## src/rtl/move_replay_player.sv

```systemverilog
// Captures one 2-bit direction per game tick into a small buffer and replays it
// later as a one-hot key vector, so a recorded run can drive a player input.
module move_replay_player #(
   parameter int DEPTH = 256,
   parameter int AW    = 8
) (
   input  logic          clk_slowHz,
   input  logic          rst,
   input  logic          record_start,
   input  logic          replay_start,
   input  logic          stop,
   input  logic          round_reset,
   input  logic [1:0]    dir_in,
   output logic [3:0]    key_out,
   output logic [1:0]    state,
   output logic [AW:0]   rec_len,
   output logic          full,
   output logic          done
);

   localparam logic [1:0]  ST_IDLE   = 2'b00;
   localparam logic [1:0]  ST_RECORD = 2'b01;
   localparam logic [1:0]  ST_REPLAY = 2'b10;
   localparam logic [AW:0] DEPTH_L   = (AW+1)'(DEPTH);
   localparam logic [AW:0] ONE       = 1;

   // Commands are levels sampled on every game tick; there is no handshake.
   // stop/round_reset outrank both starts, and starts only act in IDLE.

   logic [1:0]  mem [DEPTH];
   logic [AW:0] wr_ptr;
   logic [AW:0] rd_ptr;
   logic [AW:0] wr_nxt;
   logic        abort;
   logic        wr_en;

   assign abort  = stop | round_reset;
   assign wr_en  = (state == ST_RECORD) && !abort;
   assign wr_nxt = wr_ptr + ONE;

   function automatic logic [3:0] to_key(input logic [1:0] d);
      case (d)
         2'b00:   to_key = 4'b1000;
         2'b01:   to_key = 4'b0001;
         2'b10:   to_key = 4'b0100;
         default: to_key = 4'b0010;
      endcase
   endfunction

   // The buffer is deliberately left out of reset; rec_len=0 hides stale data.
   always_ff @(posedge clk_slowHz) begin
      if (wr_en) mem[wr_ptr[AW-1:0]] <= dir_in;
   end

   always_ff @(posedge clk_slowHz or posedge rst) begin
      if (rst) begin
         state   <= ST_IDLE;
         key_out <= 4'b0000;
         rec_len <= '0;
         full    <= 1'b0;
         done    <= 1'b0;
         wr_ptr  <= '0;
         rd_ptr  <= '0;
      end else begin
         key_out <= 4'b0000;
         done    <= 1'b0;
         case (state)
            ST_IDLE: begin
               if (!abort) begin
                  if (record_start) begin
                     state   <= ST_RECORD;
                     wr_ptr  <= '0;
                     rec_len <= '0;
                     full    <= 1'b0;
                  end else if (replay_start) begin
                     if (rec_len == '0) begin
                        done <= 1'b1;
                     end else begin
                        state  <= ST_REPLAY;
                        rd_ptr <= '0;
                     end
                  end
               end
            end
            ST_RECORD: begin
               if (abort) begin
                  state <= ST_IDLE;
               end else begin
                  wr_ptr  <= wr_nxt;
                  rec_len <= wr_nxt;
                  if (wr_nxt == DEPTH_L) begin
                     full  <= 1'b1;
                     state <= ST_IDLE;
                  end
               end
            end
            ST_REPLAY: begin
               if (abort) begin
                  state <= ST_IDLE;
               end else if (rd_ptr == rec_len) begin
                  done  <= 1'b1;
                  state <= ST_IDLE;
               end else begin
                  key_out <= to_key(mem[rd_ptr[AW-1:0]]);
                  rd_ptr  <= rd_ptr + ONE;
               end
            end
            default: state <= ST_IDLE;
         endcase
      end
   end

endmodule
```

## config.mk

```make
export PLATFORM = sky130hd
export DESIGN_NAME = move_replay_player
export DESIGN_NICKNAME = d
export VERILOG_FILES = /design/src/rtl/move_replay_player.sv
export SDC_FILE = /design/constraint.sdc
export NUM_CORES = 1
export LEC_CHECK = 0
export CORE_ASPECT_RATIO = 1.1
export CORE_MARGIN = 2
export CORE_UTILIZATION = 50
export CTS_BUF_LIST = sky130_fd_sc_hd__clkbuf_2 sky130_fd_sc_hd__clkbuf_4 sky130_fd_sc_hd__clkbuf_8
export DETAILED_ROUTE_END_ITERATION = 16
export PLACE_DENSITY_LB_ADDON = 0.1
export SLEW_MARGIN = 30
export SYNTH_ARGS = -nofsm -noshare
export SYNTH_HDL_FRONTEND = slang
export SYNTH_SLANG_ARGS = --single-unit
```

## constraint.sdc

```tcl
create_clock -name clk_slowHz -period 6.3 [get_ports clk_slowHz]
set_input_delay 0.945 -clock clk_slowHz [delete_from_list [all_inputs] [get_ports clk_slowHz]]
set_output_delay 0.945 -clock clk_slowHz [all_outputs]
set_load 0.05 [all_outputs]
```

# Yosys cells after proc, flatten, opt, wreduce, memory -nomap -nowiden
# Memory sizes are Yosys's and may differ from the RTL's.
# Index checks and enable logic that the tools add are counted.
[classes]
n_eq_ne = 19
n_bitwise = 1
reduce_logical = 11
add_sub_neg = 2
muxes = 38
[ops]
columns = ["cell", "count"]
rows = [
  ["two-way mux 9 bit", 9],
  ["one-hot mux 9 bit (2 select lines)", 2],
  ["adder 9 x 1 -> 9 bit (second input constant)", 2],
  ["two-way mux 2 bit", 8],
  ["!= test 2 bit (second input constant)", 8],
  ["two-way mux 1 bit", 12],
  ["two-way mux 4 bit", 3],
  ["one-hot mux 4 bit (3 select lines)", 1],
  ["AND reduction 5 bit", 2],
  ["equality test 9 bit", 1],
  ["equality test 9 bit (second input constant)", 1],
  ["zero test 9 bit", 1],
  ["!= test 3 bit (second input constant)", 3],
  ["AND reduction 7 bit", 1],
  ["one-hot mux 2 bit (3 select lines)", 1],
  ["equality test 2 x 1 -> 1 bit (second input constant)", 2],
  ["equality test 2 bit (second input constant)", 2],
  ["zero test 2 bit", 2],
  ["one-hot mux 1 bit (2 select lines)", 2],
  ["AND reduction 4 bit", 1],
  ["nonzero test 2 bit", 2],
  ["!= test 3 x 2 -> 1 bit (second input constant)", 1],
  ["!= test 2 x 1 -> 1 bit (second input constant)", 1],
  ["logical AND 1 bit", 1],
  ["2 further kinds", 2],
]
[totals]
word_cells = 78
mem_count = 1
ramBits = 512
inputBits = 8
out_inout_bits = 17
regBits = 26
[mem_list]
columns = ["memory", "words", "width", "rd", "rd_clocked_by_memory_dff", "wr", "line", "source"]
rows = [
  ["mem", 256, 2, 1, 0, 1, "30", "logic [1:0] mem [DEPTH];"],
]

# Depth between registers and ports, before layout
[logic_depth]
depth_word = 6
mapped_depth = 12
depth_no_buf = 9

# Worst setup path after synthesis
# Ideal clock, no wire load.
[synth_timing]
path_type = "input to register"
start = "in round_reset"
end = "mem mem[117][0], enable pin"
arrival_ns = 2.355
required_ns = 5.990
setup_ns = 0.310
path_buffers = 2
setup_slack_ns = 3.635
stages = 6
path_cell_list = "nor3_1 and2_1 clkbuf_1 nand3_1 clkbuf_1 nor2_1"
[synth_via]
elab_chain_cells = 5
[synth_lines]
columns = ["item", "line", "source"]
rows = [
  ["start, declared", "12", "input logic round_reset,"],
  ["bitwise OR 1 bit", "37", "assign abort = stop | round_reset;"],
  ["zero test 1 bit", "n/a", ""],
  ["logical AND 1 bit", "38", "assign wr_en = (state == ST_RECORD) && !abort;"],
  ["two-way mux 1 bit", "52", "if (wr_en) mem[wr_ptr[AW-1:0]] <= dir_in;"],
  ["two-way mux 1 bit (implied by the code)", "52", ""],
  ["end, declared", "30", ""],
]
# Every way passes these cells.

# Worst setup path in the final report
[layout_timing]
start = "reg rd_ptr[2]"
end = "reg key_out[2]"
[layout_via]
elab_chain_cells = 6
word_cells_on_any_way = 9
cone_classes = "eq/ne: 3; mux: 4; reduce/logical: 1; memory: 1"
[layout_lines]
columns = ["item", "line", "source"]
rows = [
  ["start, declared", "32", "logic [AW:0] rd_ptr;"],
  ["start signal, assigned", "105", "rd_ptr <= rd_ptr + ONE;"],
  ["memory (256 x 2 bit)", "n/a", ""],
  ["equality test 2 bit (tied with other cells)", "42", "case (d)"],
  ["one-hot mux 4 bit (3 select lines)", "42", ""],
  ["two-way mux 4 bit *", "100", "end else if (rd_ptr == rec_len) begin"],
  ["two-way mux 4 bit *", "98", "if (abort) begin"],
  ["two-way mux 4 bit *", "67", "case (state)"],
  ["end signal, assigned", "104", "key_out <= to_key(mem[rd_ptr[AW-1:0]]);"],
  ["end, declared", "14", "output logic [3:0] key_out,"],
]
# Mark *: on every way between the ends. The rest lies on a longest branch, timed or not.
# A chain may end at the register's enable or synchronous reset.

==> key figures <==
Synth
  • Net Count, Synth: 1416
  • Yosys top cell by area: edfxtp_1
  • Synth top area share: 0.680
  • Largest cells by area after synthesis: edfxtp_1 68%, mux4_2 11%, nor2_1 4.8%
  • Mux share of post-synthesis cell area: 0.135
  • Syn avg cell area: 16.1 µm²
  • Simple logic cell fraction of the synthesized area: 0.0868
  • Number of synthesized flops with an enable pin: 512
  • Yosys warns: 0
  • Mapped Cells: 1402
  • Main combinational cell family by area after synthesis: multiplexers
  • Most frequent cells after synthesis: 512 x edfxtp_1, 289 x nor2_1, 110 x mux4_2
  • Synth Area in Adders: 0.00332
  • XOR/XNOR Fraction of Synth Area: 0.00698
  • Synth Register Bits: 538
  • Post-Syn Area: 22600 µm²
  • Ys async rst share: 0.0483
  • Main flop type after synthesis: edfxtp_1
  • Register area share after synthesis: 0.709
  • Synth cell types: 61
  • Most frequent cell after synthesis: edfxtp_1
  • Synth Area in Compound Gates: 0.0367

Clocking
  • Post-cts sizing count: 0
  • Clk sinks: 538
  • Clock-pin slew on the worst setup and hold paths: 0.06 ns
  • H-tree depth: 3
  • Hold Buf Count CTS: 0
  • Clk_lat worst skew: 0.66 ns
  • Post-CTS Setup Inserts: 0
  • Bufs on Longest Clock Path: 3
  • Root Buffer: clkbuf_8
  • CTS tree: done
  • Total CTS buffers: 86

Routing
  • Via count: 12700
  • Drt first pass iters: 7
  • Routed Antenna Nets: 0
  • # DRC: 0
  • WL final: 56.8 mm
  • DR iter-0 viols: 1433
  • Wire per inst: 27.3 µm
  • Drt via density: 6.09

Pwr
  • PD cells: 370 nW/µm²
  • LEAKAGE: 7.86 nW
  • VDD IR max: 260 µV

Die
  • Ports: 25
  • Chip width: 207 µm
  • Core area: 44600 µm²
  • # rows: 81
  • Die ar.: 46900 µm²
  • Initial core utilization: 0.507
  • Die Height: 227 µm

Global routing
  • Largest net degree at the start of global routing: 145
  • First-pass GRT wire length: 84.0 mm
  • Vias in the first global route: 13000
  • Total GRT Usage: 0.249
  • Initial antenna violation count: 0
  • GRT overflow: 0

STA
  • Slew Viols, Final: 0
  • Tcrit/Tclk final: 0.626
  • Hold Vio Cnt, Final: 0
  • FMAX: 0.254 GHz
  • Minimum clock period: 3.94 ns
  • Setup violators final: 0
  • Worst-Margin Slew: 1.04 ns
  • Slew HR: 0.308
  • RSZ-0062 raised after global routing: no
  • Layout Skew: 0.0421 ns
  • Total negative slack: 0 ns

Critical path
  • Crit-path max FO: 52
  • Critical path required time: 6.83 ns
  • Crit end category: register
  • Setup CP Type: register to register
  • Crit start category: register
  • Critical path data arrival time: 4.47 ns

Place
  • RePlAce Congestion: 0.895
  • IO Port Bufs: 24
  • Dpl cell area: 23300 µm²
  • Detailed Place HPWL: 33.0 mm
  • Placed insts: 1933

Finish
  • Fin cells: 2081
  • Post-route cell area: 25000 µm²
  • Area delta synth->final: 10.7%
  • Layout cell share with drive strength beyond 1: 0.189
  • Total Nets Final: 1455
  • Final Core Density: 0.561
  • N_diodes: 0
  • FILL cells: 3620

Min path
  • Worst hold path class: register to register

Status
  • Status: completed

Flow run
  • Max-cap violations: 0
-- final cells by class --
cell class	instances	area (µm²)	share of cell area
Tap cell	581	727	0.0290
Multi-Input combinational cell	762	6120	0.245
Clock buffer	111	1390	0.0555
Timing Repair Buffer	44	433	0.0173
Sequential cell	538	16000	0.641
Inverter	9	33.8	0.00135
Clock inverter	36	284	0.0113
-- where the power goes --
group	leakage, nW	total (mW)	switching (mW)	internal, mW
clock	0.885	2.98	1.34	1.64
combinational	2.03	2.14	1.15	0.985
sequential	4.95	4.15	0.218	3.93
-- stage by stage --
step	power [mW]	setup WS [ns]	hold slack, ns
6_report	9.27	2.36	0.574
5_1_grt	9.62	2.33	0.591
4_1_cts	9.33	2.25	0.564
3_5_place_dp	6.37	1.90	0.549
3_3_place_gp	6.36	1.92	0.536
2_1_floorplan	5.73	3.64	0.525
-- critical path, cell delays in order, from the launching register on --
cell and delay [ns]:
dfrtp_4 0.98, inv_1 0.60, mux4_2 0.63, o211a_1 0.25
a311oi_1 0.76, a31oi_1 0.14, nor4b_1 0.36
-- final timing paths --
check                      startpoint          to  slack, ns  cells after the start
setup / recovery            rd_ptr[2]  key_out[2]       2.36                      6
hold / removal                   full        full       0.57                      2
setup reg to reg            rd_ptr[2]  key_out[2]       2.36                      6
hold reg to reg                  full        full       0.57                      2
max in group asynchronous         rst   rd_ptr[0]       5.19                      2
min in group asynchronous         rst   rd_ptr[3]       0.67                      2
-- cells in the final DEF (no fill, tap or decap), drive strengths merged, types with 4 or more instances in the layout --
cell type	instances
mux2	5
mux4	110
nand2	52
bufinv	5
clkdlybuf4s50	22
a22oi	28
a31oi	9
o211ai	6
and2	6
mux2i	51
edfxtp	512
o21ai	19
xor2	8
inv	8
a21oi	22
xnor2	10
nand4	11
nor2	289
ha	6
nor3	7
clkinv	31
nand3	38
dfrtp	26
a2111oi	4
and3	5
clkbuf	112
a22o	6
nand2b	7
nand3b	4
buf	21
nor2b	20
-- cell families (layout without fill, tap and decap cells) --
kind of cell,after synthesis,in the layout
buf+inv,102,200
mux,166,166
simple gates,452,452
xor+xnor,18,18
fa+ha+maj,6,6
flops,538,538
compound gates,120,120
-- routing by layer --
layer  track usage  vias to the layer above  wire (µm)
li1              -                     5516          -
met1         0.354                     6606      24100
met2         0.394                      472      27200
met3        0.0435                       86       4040
met4        0.0851                        0       1500
met5             0                        -          0
-- sequential cells by signal, indices dropped and copies added (netlist names) --
register and cells:
key_out 4, rd_ptr 9, full 1, wr_ptr 9
mem 512, done 1, state 2
Note: power is estimated with default switching activity, not from simulation.
